`src/rtl/seg_scan_mux.sv`:
```
`default_nettype none
// ---------------------------------------------------------------------------
// seg_scan_mux: time-multiplexed common-anode seven-segment scanner with
// blanking gap, per-digit enable/blink masks and a frame-start strobe.
// Revision: 1.0
// ---------------------------------------------------------------------------
module seg_scan_mux #(
  parameter int         NUM_DIGITS     = 6,
  parameter int         DWELL_CYCLES   = 50000,
  parameter int         BLANK_CYCLES   = 16,
  parameter int         BLINK_FRAMES   = 64,
  parameter bit         SEL_ACTIVE_LOW = 1'b1,
  parameter logic [7:0] BLANK_PATTERN  = 8'hFF
) (
  input  logic                    clk,
  input  logic                    rst_n,
  input  logic [8*NUM_DIGITS-1:0] seg_data_in,
  input  logic [NUM_DIGITS-1:0]   digit_en,
  input  logic [NUM_DIGITS-1:0]   blink_mask,
  output logic [NUM_DIGITS-1:0]   seg_sel,
  output logic [7:0]              seg_data,
  output logic                    frame_start
);

  localparam int c_max_cyc = (DWELL_CYCLES > BLANK_CYCLES) ? DWELL_CYCLES : BLANK_CYCLES;
  localparam int c_cnt_w   = (c_max_cyc > 1) ? $clog2(c_max_cyc) : 1;
  localparam int c_idx_w   = (NUM_DIGITS > 1) ? $clog2(NUM_DIGITS) : 1;
  localparam int c_fcnt_w  = $clog2(BLINK_FRAMES + 1);

  localparam logic [0:0] c_st_blank = 1'b0;
  localparam logic [0:0] c_st_drive = 1'b1;
  localparam logic [0:0] c_st_init  = (BLANK_CYCLES == 0) ? c_st_drive : c_st_blank;

  localparam logic [NUM_DIGITS-1:0] c_sel_off = SEL_ACTIVE_LOW ? {NUM_DIGITS{1'b1}}
                                                               : {NUM_DIGITS{1'b0}};

  logic [0:0]            r_state;
  logic [c_cnt_w-1:0]    r_cnt;
  logic [c_idx_w-1:0]    r_idx;
  logic [c_fcnt_w-1:0]   r_fcnt;
  logic                  r_blink_off;

  logic [NUM_DIGITS-1:0] w_sel_on;
  logic [7:0]            w_digit;
  logic                  w_en_sel;
  logic                  w_mask_sel;
  logic                  w_toggle;
  logic                  w_blink_eff;
  logic                  w_vis;
  logic                  w_last;

  always_comb begin
    w_sel_on   = c_sel_off;
    w_digit    = BLANK_PATTERN;
    w_en_sel   = 1'b0;
    w_mask_sel = 1'b0;
    for (int i = 0; i < NUM_DIGITS; i++) begin
      if (r_idx == c_idx_w'(i)) begin
        w_sel_on[i] = ~c_sel_off[i];
        w_digit     = seg_data_in[8*i +: 8];
        w_en_sel    = digit_en[i];
        w_mask_sel  = blink_mask[i];
      end
    end
  end

  // r_fcnt holds frame starts since the last toggle; once it has reached
  // BLINK_FRAMES the next frame start flips the phase and applies it to that frame.
  assign w_toggle    = (r_idx == '0) && (r_fcnt == c_fcnt_w'(BLINK_FRAMES));
  assign w_blink_eff = r_blink_off ^ w_toggle;
  assign w_vis       = w_en_sel & ~(w_blink_eff & w_mask_sel);
  assign w_last      = (r_idx == c_idx_w'(NUM_DIGITS - 1));

  always_ff @(posedge clk) begin
    if (!rst_n) begin
      r_state     <= c_st_init;
      r_cnt       <= '0;
      r_idx       <= '0;
      r_fcnt      <= '0;
      r_blink_off <= 1'b0;
      seg_sel     <= c_sel_off;
      seg_data    <= BLANK_PATTERN;
      frame_start <= 1'b0;
    end else begin
      frame_start <= 1'b0;
      if (r_state == c_st_blank) begin
        seg_sel  <= c_sel_off;
        seg_data <= BLANK_PATTERN;
        if (r_cnt == c_cnt_w'(BLANK_CYCLES - 1)) begin
          r_state <= c_st_drive;
          r_cnt   <= '0;
        end else begin
          r_cnt <= r_cnt + c_cnt_w'(1);
        end
      end else begin
        // Pattern, enable and blink are captured once on slot entry and held.
        if (r_cnt == '0) begin
          seg_sel  <= w_vis ? w_sel_on : c_sel_off;
          seg_data <= w_vis ? w_digit : BLANK_PATTERN;
          if (r_idx == '0) begin
            frame_start <= 1'b1;
            if (w_toggle) begin
              r_blink_off <= ~r_blink_off;
              r_fcnt      <= c_fcnt_w'(1);
            end else begin
              r_fcnt <= r_fcnt + c_fcnt_w'(1);
            end
          end
        end
        if (r_cnt == c_cnt_w'(DWELL_CYCLES - 1)) begin
          r_cnt   <= '0;
          r_idx   <= w_last ? '0 : r_idx + c_idx_w'(1);
          r_state <= (BLANK_CYCLES == 0) ? c_st_drive : c_st_blank;
        end else begin
          r_cnt <= r_cnt + c_cnt_w'(1);
        end
      end
    end
  end

endmodule
`default_nettype wire

```
`config.mk`:
```
export PLATFORM = sky130hd
export DESIGN_NAME = seg_scan_mux
export DESIGN_NICKNAME = d
export VERILOG_FILES = /design/src/rtl/seg_scan_mux.sv
export SDC_FILE = /design/constraint.sdc
export NUM_CORES = 1
export LEC_CHECK = 0
export CORE_MARGIN = 3
export CORE_UTILIZATION = 49
export CTS_BUF_LIST = sky130_fd_sc_hd__clkbuf_4 sky130_fd_sc_hd__clkbuf_8 sky130_fd_sc_hd__clkbuf_16
export DETAILED_ROUTE_END_ITERATION = 10
export PLACE_DENSITY = 0.84
export SLEW_MARGIN = 20
export SYNTH_ARGS = -nofsm -noshare
export SYNTH_HDL_FRONTEND = slang
export SYNTH_SLANG_ARGS = --single-unit
export TNS_END_PERCENT = 1
```
`constraint.sdc`:
```
create_clock -name clk -period 6.88 [get_ports clk]
set_input_delay 1.032 -clock clk [delete_from_list [all_inputs] [get_ports clk]]
set_output_delay 1.032 -clock clk [all_outputs]
set_load 0.02 [all_outputs]
```
==> results.py, run 1 <==
metrics = {
    "floorplanning": {
        "fp.coreArea_mm2": 0.004564,
        "fp.dieW_um": 76.17,
        "initial_core_util_pct": 52.85,
        "die_h_um": 76.17,
        "die_area_mm2": 0.005801,
        "io_pins": 77,
        "row_count": 24,
    },
    "drt": {
        "firstDrtPassIters": 5,
        "drt_wl_total_um": 6993,
        "detail-route-antenna-nets": 0,
        "drt_iter0_markers": 137,
        "vias": 2461,
        "wire_per_inst_um": 16.11,
        "route.detailed.drc": 0,
        "avgViaCountPerCell": 5.671,
    },
    "setup_path": {
        "start_kind": "flip-flop",
        "cp.required_ns": 7.02,
        "cp_max_fo": 19,
        "crit_path_end_kind": "flip-flop",
        "worst-setup-path-type": "reg2reg",
        "crit_arrival_ns": 3.04,
    },
    "logic_synthesis": {
        "synth_top_area_share_pct": 35.68,
        "yosys-top-cells-count": "dfxtp_1, nor2_1, a21oi_1",
        "synthFlopType": "dfxtp_1",
        "ys_ff_latch": 43,
        "yosysMostFrequentCell": "dfxtp_1",
        "synthArstFlopShare_pct": 0,
        "syn_area_mm2": 0.002412,
        "yosys_warnings": 0,
        "synth_cell_types": 46,
        "yosysSeqAreaShare_pct": 35.68,
        "yosys.area.top_type": "dfxtp_1",
        "netlist_instances": 296,
        "avgSynthCellArea_um2": 8.150,
        "synth_nets": 363,
        "synth_edf_count": 0,
        "synthTopCellsByArea": "dfxtp_1, nor2_1, xnor2_1, mux2_2, a21oi_1",
    },
    "finish": {
        "syn2layout_area_growth_pct": 37.76,
        "drive_gt1_share_pct": 7.317,
        "fin_util_pct": 72.81,
        "insertedDiodeCount": 0,
        "final_nets": 435,
        "postLayoutCellArea_mm2": 0.003323,
        "final_cells": 434,
    },
    "sta": {
        "setup_violations": 0,
        "maxSlewHeadroom_pct": 35.87,
        "setup-tns-final_ns": 0,
        "worst_pin_slew_ns": 0.9600,
        "max_freq_mhz": 344.5,
        "skew_ns": 0.009049,
        "rsz0062_at_grt": "no",
        "drv_slew": 0,
        "hold_viol": 0,
        "finalCriticalPeriod_ns": 2.903,
        "fin_crit_sh_pct": 42.19,
    },
    "global_route": {
        "overflow": 0,
        "grt_pass1_vias": 2292,
        "antenna_found_initial": 0,
        "grt_first_pass_wirelength_um": 11230,
        "grt_use_total_pct": 23.59,
        "grt_max_degree": 21,
    },
    "place": {
        "placed_cell_area_mm2": 0.003198,
        "place_inst": 425,
        "dpl.hpwl_um": 5308,
        "port_buffers": 76,
        "place_congestion": 0.8204,
    },
    "clock_network": {
        "cts_max_level": 2,
        "cts_tree": "built",
        "ctsResizeCount": 0,
        "cts_buffers": 5,
        "worst_skew_pair.late_latency_ns": 0.30,
        "ctsLongestPathBuffers": 2,
        "cts_hold_buf": 0,
        "path_clk_slew_ns": 0.08,
        "cts_root_buffer": "clkbuf_8",
        "post-cts-setup-buffer-count": 0,
        "cts.sinks": 43,
    },
    "min_path": {
        "hold_path_class": "reg2reg",
    },
    "power": {
        "power_density_mw_per_mm2": 152.5,
        "p_leak_nw": 1.186,
        "ir_drop_mv": 0.1586,
    },
    "flow_run": {
        "max_cap_violations": 0,
    },
    "status": {
        "status": "completed",
    },
}
[routing by layer]
| metal | track usage (%) | share of wire, % | up-vias |
|---|---|---|---|
| met4 | 7.971 | 2.3 | 0 |
| met5 | 0 | 0 | - |
| met3 | 4.965 | 5.1 | 19 |
| met2 | 39.36 | 48 | 83 |
| li1 | - | - | 1200 |
| met1 | 30.25 | 44 | 1159 |
[where the power goes]
group / leakage (nW) / total (mW) / internal, mW / switching [mW]
registers: 0.347 / 0.252 / 0.250 / 0.00162
clock network: 0.0581 / 0.199 / 0.108 / 0.0905
logic: 0.780 / 0.0564 / 0.0393 / 0.0171
[registers in the layout, summed over array words and instances (netlist names)]
register     flops
r_state          1
r_idx            3
seg_data         8
r_fcnt           7
r_cnt           16
r_blink_off      1
frame_start      1
seg_sel          6
[worst paths after layout]
kind / slack [ns] / end / cells after the start / start
max: 3.98 / seg_data[7] / 7 / r_idx[1]
min: 0.48 / r_cnt[0] / 1 / r_cnt[0]
max reg2reg: 3.98 / seg_data[7] / 7 / r_idx[1]
min reg2reg: 0.48 / r_cnt[0] / 1 / r_cnt[0]
[worst max-delay path: stages, from the launching register on]
cell	delay, ns
dfxtp_1	0.54
and2_1	0.28
ha_1	0.27
nor2_1	0.51
a21o_1	0.14
o21ai_0	0.12
o31ai_2	0.71
a31oi_1	0.18
[cells in the final DEF, fill, tap and decap left out, drive strengths merged, types with 3 or more instances in the layout]
master | Yosys | layout
nor3 | 7 | 7
xnor2 | 12 | 12
inv | 12 | 12
ha | 5 | 5
xor2 | 4 | 4
o21ai | 14 | 14
nand3 | 11 | 11
nand2 | 17 | 17
nand4 | 5 | 5
nor2 | 41 | 41
a21oi | 18 | 18
clkbuf | 7 | 6
clkdlybuf4s50 | 0 | 76
a221oi | 10 | 10
nand2b | 3 | 3
mux2i | 3 | 3
mux2 | 9 | 9
o21a | 10 | 10
and3 | 3 | 3
and2 | 6 | 6
or2 | 5 | 5
a21boi | 5 | 5
or4 | 6 | 6
dfxtp | 43 | 43
a31oi | 10 | 10
nor2b | 3 | 3
[cell families (layout without fill, tap and decap cells)]
group | count (synthesis) | count (layout) | share of synthesized area, %
fa+ha+maj | 5 | 5 | 2.593
buf+inv | 26 | 99 | 4.824
simple gates | 117 | 117 | 24.69
xor+xnor | 16 | 16 | 5.809
compound gates | 77 | 77 | 20.95
mux | 12 | 12 | 5.446
flops | 43 | 43 | 35.68
[stage by stage]
stage | power [mW] | hold WS (ns) | setup WS (ns)
after global routing | 0.5226 | 0.5071 | 3.788
after detailed placement | 0.3131 | 0.4692 | 3.415
after CTS | 0.5100 | 0.4879 | 3.687
after global placement | 0.3124 | 0.4589 | 3.511
after floorplan | 0.2754 | 0.4377 | 4.464
final | 0.5068 | 0.4844 | 3.977
[area by class of cell]
| type | instances | area, µm² |
|---|---|---|
| sequential | 43 | 860.8 |
| multi-input combinational | 227 | 1440 |
| clock inverter | 3 | 43.79 |
| inverter | 12 | 45.04 |
| fill | 367 | 1241 |
| timing repair buffer | 79 | 783.3 |
| clock buffer | 5 | 68.82 |
| tap | 65 | 81.33 |
(Power assumes the default switching activity.)
==> run 2, diff against run 1 <==
Settings changed: CORE_UTILIZATION 49 to 46, PLACE_DENSITY 0.84 to 0.8.
Clock period 6.88 ns to 2.85 ns, I/O delays scaled along.
==> results.py, run 2 (synthesized netlist as in run 1, its figures left out) <==
metrics = {
    "clock_network": {
        "ctsLongestPathBuffers": 2,
        "cts_hold_buf": 0,
        "worst_skew_pair.late_latency_ns": 0.29,
        "cts_max_level": 2,
        "cts.sinks": 43,
        "cts_buffers": 5,
        "path_clk_slew_ns": 0.08,
        "post-cts-setup-buffer-count": 0,
        "cts_root_buffer": "clkbuf_8",
        "cts_tree": "built",
        "ctsResizeCount": 0,
    },
    "power": {
        "ir_drop_mv": 0.3493,
        "total_power_mw": 1.206,
        "p_leak_nw": 1.212,
        "power_density_mw_per_mm2": 358.5,
    },
    "sta": {
        "rsz0062_at_grt": "no",
        "max_freq_mhz": 416.9,
        "hold_viol": 0,
        "setup-tns-final_ns": 0,
        "finalCriticalPeriod_ns": 2.399,
        "skew_ns": 0.006026,
        "maxSlewHeadroom_pct": 49.80,
        "finalHoldWorstSlack_ns": 0.4814,
        "drv_slew": 0,
        "worst_pin_slew_ns": 0.7485,
        "fin_crit_sh_pct": 84.17,
        "setup_violations": 0,
    },
    "place": {
        "dpl.hpwl_um": 5234,
        "place_congestion": 0.7964,
        "port_buffers": 76,
    },
    "finish": {
        "final_cell_mix": "clkdlybuf4s50_1, dfxtp_1, nor2_1",
        "regMostFlops": "r_cnt",
        "final_nets": 441,
        "mostFrequentLayoutCell": "clkdlybuf4s50_1",
        "drive_gt1_share_pct": 8.556,
        "top_regs": "r_cnt: 16 flops, seg_data: 8 flops, r_fcnt: 7 flops",
        "largest_reg_flops": 16,
        "syn2layout_area_growth_pct": 39.47,
        "fin_util_pct": 68.95,
        "insertedDiodeCount": 0,
    },
    "flow_run": {
        "max_cap_violations": 0,
    },
    "floorplanning": {
        "fp.dieW_um": 78.42,
        "die_h_um": 78.42,
        "row_count": 25,
        "initial_core_util_pct": 49.44,
        "die_area_mm2": 0.006149,
        "io_pins": 77,
        "fp.coreArea_mm2": 0.004880,
    },
    "drt": {
        "avgViaCountPerCell": 5.528,
        "vias": 2438,
        "wire_per_inst_um": 15.26,
        "drt_wl_total_um": 6729,
        "drt_iter0_markers": 164,
        "detail-route-antenna-nets": 0,
        "route.detailed.drc": 0,
        "firstDrtPassIters": 4,
    },
    "setup_path": {
        "cp_max_fo": 11,
        "crit_path_end_kind": "flip-flop",
        "cp.required_ns": 3.00,
        "worst-setup-path-type": "reg2reg",
        "crit_arrival_ns": 2.54,
        "start_kind": "flip-flop",
    },
    "global_route": {
        "grt_first_pass_wirelength_um": 11160,
        "overflow": 0,
        "grt_max_degree": 24,
        "grt_pass1_vias": 2293,
        "antenna_found_initial": 0,
        "grt_use_total_pct": 22.81,
    },
    "status": {
        "status": "completed",
    },
    "min_path": {
        "hold_path_class": "reg2reg",
    },
}
[run 2: cell types whose count changed in the layout (fill, tap and decap cells not counted), sizes merged]
cell    before  now
buf          2    9
clkinv       2    0
[run 2: worst max-delay path, stage by stage (launching register included)]
cell      delay (ns)
dfxtp_1         0.34
or4_1           0.60
o31ai_1         0.28
a221oi_1        0.16
o31ai_2         0.67
a31oi_1         0.19
[run 2: power by group]
part	switching [mW]	total [mW]	internal [mW]
clock network	0.194	0.460	0.266
registers	0.00383	0.608	0.604
logic	0.0426	0.139	0.0959
total	0.240	1.21	0.966
[run 2: layout make-up]
| cell class | count | area [µm²] |
|---|---|---|
| clock buffer | 6 | 76.32 |
| clock inverter | 1 | 30.03 |
| fill | 430 | 1515 |
| inverter | 12 | 45.04 |
| multi-input combinational | 227 | 1440 |
| sequential | 43 | 860.8 |
| tap | 67 | 83.83 |
| timing repair buffer | 85 | 828.3 |
[run 2: path summary, 6_finish.rpt]
kind                   start    endpoint  slack, ns  depth (start not counted)
setup reg to reg   r_fcnt[2]  seg_sel[3]       0.45                          5
setup / recovery   r_fcnt[2]  seg_sel[3]       0.45                          5
hold reg to reg   seg_sel[5]  seg_sel[5]       0.48                          2
hold / removal    seg_sel[5]  seg_sel[5]       0.48                          2
[run 2: metal layers]
layer  GRT usage [%]  part of all wire, %
met1           27.84                   43
met3           6.422                  7.8
met5               0                    0
met2           38.18                   47
met4           8.392                  2.1
[run 2: stage by stage]
stage                     worst slack (ns)  instance area (µm²)  std cells
final                               0.4513                 3364        441
after global routing                0.1764                 3364        441
after CTS                          0.09003                 3359        441
after detailed placement         -0.008086                 3253        434
after global placement              0.1156                 3253        434
after floorplan                     0.4386                 2412        296
